`config.mk`:
```
export PLATFORM = sky130hd
export DESIGN_NAME = mem_bus_loader
export DESIGN_NICKNAME = d
export VERILOG_FILES = /design/src/rtl/mem_bus_loader_pkg.sv /design/src/rtl/mem_bus_loader.sv
export SDC_FILE = /design/constraint.sdc
export NUM_CORES = 1
export LEC_CHECK = 0
export CAP_MARGIN = 15
export CORE_MARGIN = 5
export CORE_UTILIZATION = 50
export CTS_CLUSTER_DIAMETER = 50
export DETAILED_ROUTE_END_ITERATION = 8
export GPL_TIMING_DRIVEN = 0
export PLACE_DENSITY = 0.86
export SYNTH_ARGS = -nofsm -noshare
export SYNTH_HDL_FRONTEND = slang
export SYNTH_SLANG_ARGS = --single-unit
export TNS_END_PERCENT = 50
```
`constraint.sdc`:
```
create_clock -name clk -period 4.3 [get_ports clk]
set_input_delay 0.43 -clock clk [delete_from_list [all_inputs] [get_ports clk]]
set_output_delay 0.43 -clock clk [all_outputs]
set_load 0.01 [all_outputs]
```
`src/rtl/mem_bus_loader_pkg.sv`:
```
// Shared constants for the byte-stream memory loader: command and response
// bytes, FSM state encodings and a small byte-select helper. The host-side
// tooling and the top level import this package.
package mem_bus_loader_pkg;

  // Command bytes arriving from the UART receiver
  localparam logic [7:0] CMD_WRITE   = 8'h57;  // 'W'
  localparam logic [7:0] CMD_READ    = 8'h52;  // 'R'

  // Response bytes returned to the host
  localparam logic [7:0] RSP_OK      = 8'h4B;  // 'K'
  localparam logic [7:0] RSP_ALIGN   = 8'h41;  // 'A' unaligned address
  localparam logic [7:0] RSP_UNKNOWN = 8'h3F;  // '?' unknown command
  localparam logic [7:0] RSP_TIMEOUT = 8'h54;  // 'T' bus timeout

  // FSM state encodings
  localparam logic [2:0] ST_IDLE = 3'd0;
  localparam logic [2:0] ST_ADDR = 3'd1;
  localparam logic [2:0] ST_DATA = 3'd2;
  localparam logic [2:0] ST_BUS  = 3'd3;
  localparam logic [2:0] ST_RESP = 3'd4;

  // Select byte i of a word, little-endian (byte 0 = bits 7:0)
  function automatic logic [7:0] le_byte(input logic [31:0] w, input logic [1:0] i);
    return w[{i, 3'b000} +: 8];
  endfunction

endpackage

```
`src/rtl/mem_bus_loader.sv`:
```
// Byte-stream driven initiator for the mem_valid/mem_ready bus.
// Parses 'W' addr[4] data[4] and 'R' addr[4] commands (little-endian) from
// the UART receiver and issues single-word transactions, then returns a
// response byte sequence on the tx side.
//
// Handshakes: a byte moves on rx when i_rx_valid && o_rx_ready at posedge,
// and on tx when o_tx_valid && i_tx_ready at posedge. On the memory bus
// o_mem_valid is held with constant addr/wdata/wstrb until the edge where
// i_mem_ready is sampled high; o_mem_valid is low the following cycle.
module mem_bus_loader
  import mem_bus_loader_pkg::*;
#(
  parameter int TIMEOUT_CYCLES = 1024
) (
  input  logic        clk,
  input  logic        reset_n,
  input  logic        i_rx_valid,
  input  logic [7:0]  i_rx_data,
  output logic        o_rx_ready,
  output logic        o_tx_valid,
  output logic [7:0]  o_tx_data,
  input  logic        i_tx_ready,
  output logic        o_mem_valid,
  input  logic        i_mem_ready,
  output logic [31:0] o_mem_addr,
  output logic [31:0] o_mem_wdata,
  output logic [3:0]  o_mem_wstrb,
  input  logic [31:0] i_mem_rdata,
  output logic        o_active,
  output logic [2:0]  o_dbg_state
);

  localparam int CW = $clog2(TIMEOUT_CYCLES + 1);
  // The counter starts at 0 in the first BUS cycle, so the final allowed
  // cycle is the one where it holds TIMEOUT_CYCLES-1.
  localparam logic [CW-1:0] TO_LAST = CW'(TIMEOUT_CYCLES - 1);

  logic [2:0]    r_state;
  logic [1:0]    r_cnt;
  logic          r_is_write;
  logic          r_align_err;
  logic [31:0]   r_addr_sh;
  logic [31:0]   r_data_sh;
  logic [CW-1:0] r_to_cnt;
  logic [31:0]   r_rdata;
  logic [2:0]    r_resp_idx;
  logic [2:0]    r_resp_last;

  logic          r_rx_ready;
  logic          r_tx_valid;
  logic [7:0]    r_tx_data;
  logic          r_mem_valid;
  logic [31:0]   r_mem_addr;
  logic [31:0]   r_mem_wdata;
  logic [3:0]    r_mem_wstrb;
  logic          r_active;

  logic          w_rx_fire;
  logic          w_tx_fire;
  logic [31:0]   w_addr_next;
  logic [31:0]   w_data_next;

  assign w_rx_fire   = i_rx_valid && r_rx_ready;
  assign w_tx_fire   = r_tx_valid && i_tx_ready;
  assign w_addr_next = {i_rx_data, r_addr_sh[31:8]};
  assign w_data_next = {i_rx_data, r_data_sh[31:8]};

  // Command parser, bus sequencer and response generator
  always_ff @(posedge clk) begin
    if (!reset_n) begin
      r_state     <= ST_IDLE;
      r_cnt       <= 2'd0;
      r_is_write  <= 1'b0;
      r_align_err <= 1'b0;
      r_addr_sh   <= 32'd0;
      r_data_sh   <= 32'd0;
      r_to_cnt    <= '0;
      r_rdata     <= 32'd0;
      r_resp_idx  <= 3'd0;
      r_resp_last <= 3'd0;
      r_rx_ready  <= 1'b0;
      r_tx_valid  <= 1'b0;
      r_tx_data   <= 8'd0;
      r_mem_valid <= 1'b0;
      r_mem_addr  <= 32'd0;
      r_mem_wdata <= 32'd0;
      r_mem_wstrb <= 4'd0;
      r_active    <= 1'b0;
    end else begin
      case (r_state)
        ST_IDLE: begin
          // Also raises rx_ready in the first cycle after reset
          r_rx_ready <= 1'b1;
          if (w_rx_fire) begin
            r_active    <= 1'b1;
            r_cnt       <= 2'd0;
            r_align_err <= 1'b0;
            if (i_rx_data == CMD_WRITE || i_rx_data == CMD_READ) begin
              r_is_write <= (i_rx_data == CMD_WRITE);
              r_state    <= ST_ADDR;
            end else begin
              r_state     <= ST_RESP;
              r_rx_ready  <= 1'b0;
              r_tx_valid  <= 1'b1;
              r_tx_data   <= RSP_UNKNOWN;
              r_resp_idx  <= 3'd0;
              r_resp_last <= 3'd0;
            end
          end
        end

        ST_ADDR: begin
          if (w_rx_fire) begin
            r_addr_sh <= w_addr_next;
            r_cnt     <= r_cnt + 2'd1;
            if (r_cnt == 2'd3) begin
              if (r_is_write) begin
                // Data bytes are still consumed even if the address is bad
                r_state     <= ST_DATA;
                r_align_err <= (w_addr_next[1:0] != 2'b00);
              end else if (w_addr_next[1:0] != 2'b00) begin
                r_state     <= ST_RESP;
                r_rx_ready  <= 1'b0;
                r_tx_valid  <= 1'b1;
                r_tx_data   <= RSP_ALIGN;
                r_resp_idx  <= 3'd0;
                r_resp_last <= 3'd0;
              end else begin
                r_state     <= ST_BUS;
                r_rx_ready  <= 1'b0;
                r_mem_valid <= 1'b1;
                r_mem_addr  <= w_addr_next;
                r_mem_wdata <= 32'd0;
                r_mem_wstrb <= 4'b0000;
                r_to_cnt    <= '0;
              end
            end
          end
        end

        ST_DATA: begin
          if (w_rx_fire) begin
            r_data_sh <= w_data_next;
            r_cnt     <= r_cnt + 2'd1;
            if (r_cnt == 2'd3) begin
              r_rx_ready <= 1'b0;
              if (r_align_err) begin
                r_state     <= ST_RESP;
                r_tx_valid  <= 1'b1;
                r_tx_data   <= RSP_ALIGN;
                r_resp_idx  <= 3'd0;
                r_resp_last <= 3'd0;
              end else begin
                r_state     <= ST_BUS;
                r_mem_valid <= 1'b1;
                r_mem_addr  <= r_addr_sh;
                r_mem_wdata <= w_data_next;
                r_mem_wstrb <= 4'b1111;
                r_to_cnt    <= '0;
              end
            end
          end
        end

        ST_BUS: begin
          // A ready in the final allowed cycle still counts as success
          if (i_mem_ready) begin
            r_mem_valid <= 1'b0;
            r_rdata     <= i_mem_rdata;
            r_state     <= ST_RESP;
            r_tx_valid  <= 1'b1;
            r_tx_data   <= RSP_OK;
            r_resp_idx  <= 3'd0;
            r_resp_last <= r_is_write ? 3'd0 : 3'd4;
          end else if (r_to_cnt == TO_LAST) begin
            r_mem_valid <= 1'b0;
            r_state     <= ST_RESP;
            r_tx_valid  <= 1'b1;
            r_tx_data   <= RSP_TIMEOUT;
            r_resp_idx  <= 3'd0;
            r_resp_last <= 3'd0;
          end else begin
            r_to_cnt <= r_to_cnt + CW'(1);
          end
        end

        ST_RESP: begin
          if (w_tx_fire) begin
            if (r_resp_idx == r_resp_last) begin
              r_state    <= ST_IDLE;
              r_tx_valid <= 1'b0;
              r_tx_data  <= 8'd0;
              r_active   <= 1'b0;
              r_rx_ready <= 1'b1;
            end else begin
              // Index 1..4 carries read data byte 0..3
              r_resp_idx <= r_resp_idx + 3'd1;
              r_tx_data  <= le_byte(r_rdata, r_resp_idx[1:0]);
            end
          end
        end

        default: begin
          r_state    <= ST_IDLE;
          r_rx_ready <= 1'b0;
        end
      endcase
    end
  end

  assign o_rx_ready  = r_rx_ready;
  assign o_tx_valid  = r_tx_valid;
  assign o_tx_data   = r_tx_data;
  assign o_mem_valid = r_mem_valid;
  assign o_mem_addr  = r_mem_addr;
  assign o_mem_wdata = r_mem_wdata;
  assign o_mem_wstrb = r_mem_wstrb;
  assign o_active    = r_active;
  assign o_dbg_state = r_state;

endmodule

```
Word level (Yosys, flattened, before mapping)
Cells that the tools add are included.
{ "op_classes": {"addsub": 3, "n_eq_ne": 28, "n_shift": 1, "mux": 123, "bitwise": 1, "n_reduce_logical": 29} }
{ "ops": {"columns": ["op", "n"], "rows": [
  ["32-bit 2-to-1 mux", 14],
  ["32-bit case mux with 2 select lines", 2],
  ["8-bit 2-to-1 mux", 13],
  ["11-bit 2-to-1 mux", 9],
  ["3-bit 2-to-1 mux", 28],
  ["8-bit case mux with 5 select lines", 1],
  ["1-bit 2-to-1 mux", 36],
  ["2-bit != test (second input constant)", 17],
  ["11-bit case mux with 3 select lines", 1],
  ["32-bit by 6-bit variable part select with 8-bit output", 1],
  ["3-bit case mux with 5 select lines", 2],
  ["4-bit 2-to-1 mux", 7],
  ["13-bit AND reduction", 2],
  ["8-bit AND reduction", 3],
  ["8-bit by 7-bit == test with 1-bit output (second input constant)", 2],
  ["3-bit case mux with 4 select lines", 1],
  ["12-bit AND reduction", 1],
  ["11-bit by 1-bit adder with 11-bit output (second input constant)", 1],
  ["11-bit by 10-bit == test with 1-bit output (second input constant)", 1],
  ["11-bit AND reduction", 1],
  ["1-bit case mux with 5 select lines", 2],
  ["10-bit AND reduction", 1],
  ["2-bit nonzero test", 5],
  ["9-bit AND reduction", 1],
  ["26 further kinds", 33]
]} }
{ "totals": {"regBits": 200, "inputBits": 45, "out_inout_bits": 83} }

Longest topological paths before layout
{ "depth": {"depth_word": 6, "ltp_mapped": 8, "depth_no_buf": 6} }

Least setup slack after synthesis
OpenSTA, ideal clock, no wires.
{ "synth_timing": {"path_type": "register to register", "from": "reg r_state[0], in the netlist o_dbg_state[0]", "to": "reg r_to_cnt[4]", "setup_time_ns": 0.072, "arrival_ns": 1.973, "required_time_ns": 4.228, "setup_slack_ns": 2.256, "path_stages_with_launch": 8, "synth_period_minus_slack_ns": 2.044, "cell_sequence": "dfxtp_1 > buf_6 > xnor2_4 > nor2_1 > or4b_4 > buf_6 > or3_1 > a21oi_1"} }
{ "synth_via": {"elab_chain_cells": 3, "elab_cells_between_ends": 15, "classes_between": "eq/ne: 12; mux: 1; reduce/logical: 2"} }
{ "synth_lines": {"columns": ["element", "line", "rtl"], "rows": [
  ["start: declaration", "mem_bus_loader.sv:38", "logic [2:0] r_state;"],
  ["start signal: assignment", "mem_bus_loader.sv:71", "r_state <= ST_IDLE;"],
  ["start signal: assignment", "mem_bus_loader.sv:100", "r_state <= ST_ADDR;"],
  ["start signal: assignment", "mem_bus_loader.sv:102", "r_state <= ST_RESP;"],
  ["3-bit by 2-bit == test with 1-bit output or 3-bit by 1-bit == test with 1-bit output (tied branches)", "mem_bus_loader.sv:90", "case (r_state)"],
  ["2-bit != test (no line) or 3-bit nonzero test (tied branches)", null, null],
  ["10-bit AND reduction (no line)", null, null],
  ["end signal: assignment", "mem_bus_loader.sv:183", "r_to_cnt <= r_to_cnt + CW'(1);"],
  ["end: declaration", "mem_bus_loader.sv:44", "logic [CW-1:0] r_to_cnt;"]
]} }
Several ways; a longest one is shown, not always the timed one.
A chain may end at the register's enable or synchronous reset.

Worst setup path in the final report
{ "layout_timing": {"from": "reg r_state[1], in the netlist o_dbg_state[1]", "to": "reg r_mem_wdata[23], in the netlist o_mem_wdata[23]"} }
{ "layout_via": {"elab_chain_cells": 3, "elab_cells_between_ends": 12, "classes_between": "eq/ne: 9; mux: 1; reduce/logical: 2"} }
{ "layout_lines": {"columns": ["element", "line", "rtl"], "rows": [
  ["3-bit by 1-bit == test with 1-bit output or 3-bit by 2-bit == test with 1-bit output (tied branches)", "mem_bus_loader.sv:90", null],
  ["2-bit != test (no line) or 2-bit nonzero test (tied branches)", null, null],
  ["8-bit AND reduction (no line)", null, null],
  ["end signal: assignment", "mem_bus_loader.sv:157", "r_mem_wdata <= w_data_next;"],
  ["end: declaration", "mem_bus_loader.sv:54", "logic [31:0] r_mem_wdata;"]
]} }
Several ways; a longest one is shown, not always the timed one.

==> key figures <==
Global routing
  • GRT overflow: 0
  • Largest net degree at the start of global routing: 18
  • Initial antenna violation count: 0
  • Number of global-route vias before repair: 6,499
  • Global-route wire length before repair: 33.3 mm
  • Gr usage total: 23.0%

Cells and area
  • Area Growth Syn to Fin: 27.8%
  • Sequential cell area: 3740 um^2
  • Footprint of the multi-input gates: 3590 um^2
  • Filler Cells Inserted: 1,189
  • Layout cells sized above 1: 7.52%
  • N_diodes: 0
  • Final #Nets: 1,060

Worst setup path
  • Critical Path AT: 2.94 ns
  • Critical Path Fanout Max: 10
  • Crit. End Element: flip-flop
  • Reg2Reg Launch Point: o_dbg_state[1]
  • Crit path kind: flip-flop to flip-flop
  • Reg2reg path depth: 8
  • Worst Setup EP: o_mem_wdata[23]
  • Startpoint types: flip-flop
  • R2R setup slack: 1.74 ns
  • Critical R2R Capture: o_mem_wdata[23]
  • Crit path launch: o_dbg_state[1]
  • Worst Path Required: 4.68 ns

Run
  • Max-cap viol count: 0

Routing
  • Routed vias: 7,029
  • Final ANT Viol Nets: 0
  • Total Routed Length: 20.8 mm
  • DRT Pass-1 Iters: 5
  • DR vias/cell: 5.80
  • DRC viols: 0
  • Average wire per standard cell: 17.2 um
  • DR iter-0 viols: 678

Clock tree
  • Skew-Pair Late Insertion Delay: 0.43 ns
  • Clk slew on worst S/H paths: 0.07 ns
  • Clock sink count: 187
  • CTS Buffer Depth: 2
  • Cts hold-fix bufs: 0
  • TritonCTS clock tree: yes
  • Setup Fix Bufs, Post-CTS: 0
  • Root Buffer: clkbuf_16
  • Post_cts resized: 0
  • CTS Buf Count: 17
  • H-tree levels: 4

Yosys
  • Post-Synth Adder-Cell Area: 0.782%
  • Main combinational cell family by area after synthesis: compound AO/OA/AOI/OAI gates
  • Netlist Area Pre-Place: 7680 um^2
  • Dominant synthesized flop cell: dfxtp_1
  • EDFF count, synth: 0
  • Share of the synthesized area in the top cell type: 48.7%
  • Post-Syn Nets: 915
  • Fraction of registers with async set/reset: 0%
  • Synth Instances: 866
  • Syn Area/Cell: 8.87 um^2
  • Proportion of synthesized area in mux cells: 6.77%
  • Synthesized flop and latch total: 187
  • Top-count cell post-synth: nand2_1
  • Complex-gate fraction of the synthesized area: 20.3%
  • List of most frequent post-synthesis cells: nand2_1 (200), dfxtp_1 (187), a21oi_1 (120)
  • Synth cell types: 69
  • Synth top area cells: dfxtp_1 (49%), nand2_1 (9.8%), a21oi_1 (7.8%)
  • Yosys top cell by area: dfxtp_1
  • Simple-gate share of the synthesized area: 18.3%
  • Ys Warns: 0
  • Synth Area in XOR/XNOR: 0.586%
  • Sequential area share after synthesis: 48.7%

Floorplan
  • DIE WIDTH: 134 um
  • Core area: 15,100 um^2
  • Num ports: 128
  • Die ar.: 17,900 um^2
  • Cell Rows: 45
  • Initial Util: 50.7%
  • Die H: 134 um

Placement
  • Placed wire-length estimate: 15.1 mm
  • Port Buf Inserts: 126
  • RD Place Congestion: 0.938
  • Worst slack at placement: 1.36 ns

STA
  • Crit share post-route: 59.5%
  • Max Fclk: 391 MHz
  • Worst hold slack: 0.404 ns
  • Pins over their slew limit: 0
  • Setup Skew: 0.00819 ns
  • Final setup violation count: 0
  • Post-route setup slack: 1.74 ns
  • Rel. slew slack: 29.4%
  • Min Tclk post-route: 2.56 ns
  • Setup Total Neg Slack: 0 ns
  • Measured slew at the worst slew-check pin: 1.06 ns
  • Final hold vios: 0
  • RSZ-0062 raised after global routing: no

Power
  • PwrDens: 417 nW/um^2
  • Leakage: 0.00321 uW
  • Worst vdd ir: 0.000298 V

Hold path
  • Hold Path Class: input port to flip-flop

Run status
  • Outcome: finished, final reports clean
==> registers in the layout, indices dropped and copies added (netlist names), 2 cells and up <==
signal,flops
o_mem_addr,32
o_mem_wdata,32
r_addr_sh,32
r_rdata,32
r_data_sh,24
r_to_cnt,11
o_tx_data,8
o_dbg_state,3
r_resp_idx,3
r_cnt,2
==> cell families after synthesis <==
group | Yosys count
and+or+nand+nor | 317
AOI/OAI and AO/OA | 237
DFF | 187
buffers and inverters | 75
muxes | 42
adders and majority gates | 5
xor gates and xnor gates | 3
==> stage by stage <==
step	instance area, um^2	cells	utilization (%)	power (uW)
after CTS	9820	1212	64.8	4100
after global routing	9820	1212	64.8	4230
after global placement	9180	1180	60.6	2420
final	9820	1212	64.8	4090
after detailed placement	9180	1180	60.6	2430
after floorplan	7680	866	-	2170
==> worst max-delay path, stage by stage, from the launching register on <==
cell,delay [ns]
dfxtp_1,0.48
buf_4,0.25
buf_4,0.20
inv_1,0.09
nor3_2,0.46
nand3_1,0.18
nor2_1,0.37
buf_2,0.31
a22o_1,0.16
==> per-layer routing <==
| metal | vias up | track usage (%) | routed length [um] |
|---|---|---|---|
| met4 | 0 | 8.06 | 595 |
| met3 | 54 | 6.94 | 1880 |
| met2 | 319 | 38.4 | 10000 |
| met5 | - | 0 | 0 |
| met1 | 3292 | 28.3 | 8340 |
| li1 | 3364 | - | - |
==> final cells by class <==
cell class | count | share of cell area (%)
Buffer | 67 | 3.29
Clock buffer | 18 | 4.37
Clock inverter | 14 | 2.12
Inverter | 8 | 0.306
Multi-Input combinational cell | 604 | 36.5
Sequential cell | 187 | 38.1
Tap cell | 188 | 2.40
Timing Repair Buffer | 126 | 12.8
==> report_power, final <==
group,internal (uW),leakage (uW),switching (uW),total [uW]
logic,239,0.00139,336,574
clock network,990,0.000310,700,1690
registers,1780,0.00151,40.8,1820
==> how the worst min path moves through the flow <==
stage                       from       endpoint  slack (ns)  cells past startpoint
finish              i_rx_data[2]  r_addr_sh[26]        0.40                      3
global route        i_rx_data[2]  r_addr_sh[26]        0.44                      3
CTS                 i_rx_data[2]  r_addr_sh[26]        0.38                      3
detailed placement   r_rdata[30]    r_rdata[30]        0.44                      2
global placement     r_rdata[23]    r_rdata[23]        0.44                      2
floorplan           r_to_cnt[10]   r_to_cnt[10]        0.42                      2
==> cells in the final DEF, fill, tap and decap left out, types with 3 or more instances in the layout <==
cell type,synthesis,routed
a311oi_1,4,4
clkbuf_1,37,38
o21ai_0,14,14
clkdlybuf4s50_1,0,126
buf_4,9,9
bufinv_16,0,4
nand4_1,8,8
a21oi_1,120,120
buf_1,6,6
dfxtp_1,187,187
nor2_1,51,51
buf_6,3,3
buf_2,12,12
a22o_1,32,32
and4_1,3,3
nor3_1,6,6
mux4_2,8,8
mux2i_1,34,34
a211oi_1,35,35
o31ai_1,3,3
nor3_2,3,3
o21a_1,3,3
inv_1,7,7
nand2_1,200,200
ha_1,4,4
or3_1,9,9
nand3_1,9,9
inv_6,0,4
and3_1,4,4
clkbuf_16,0,17
(Power assumes the default switching activity.)
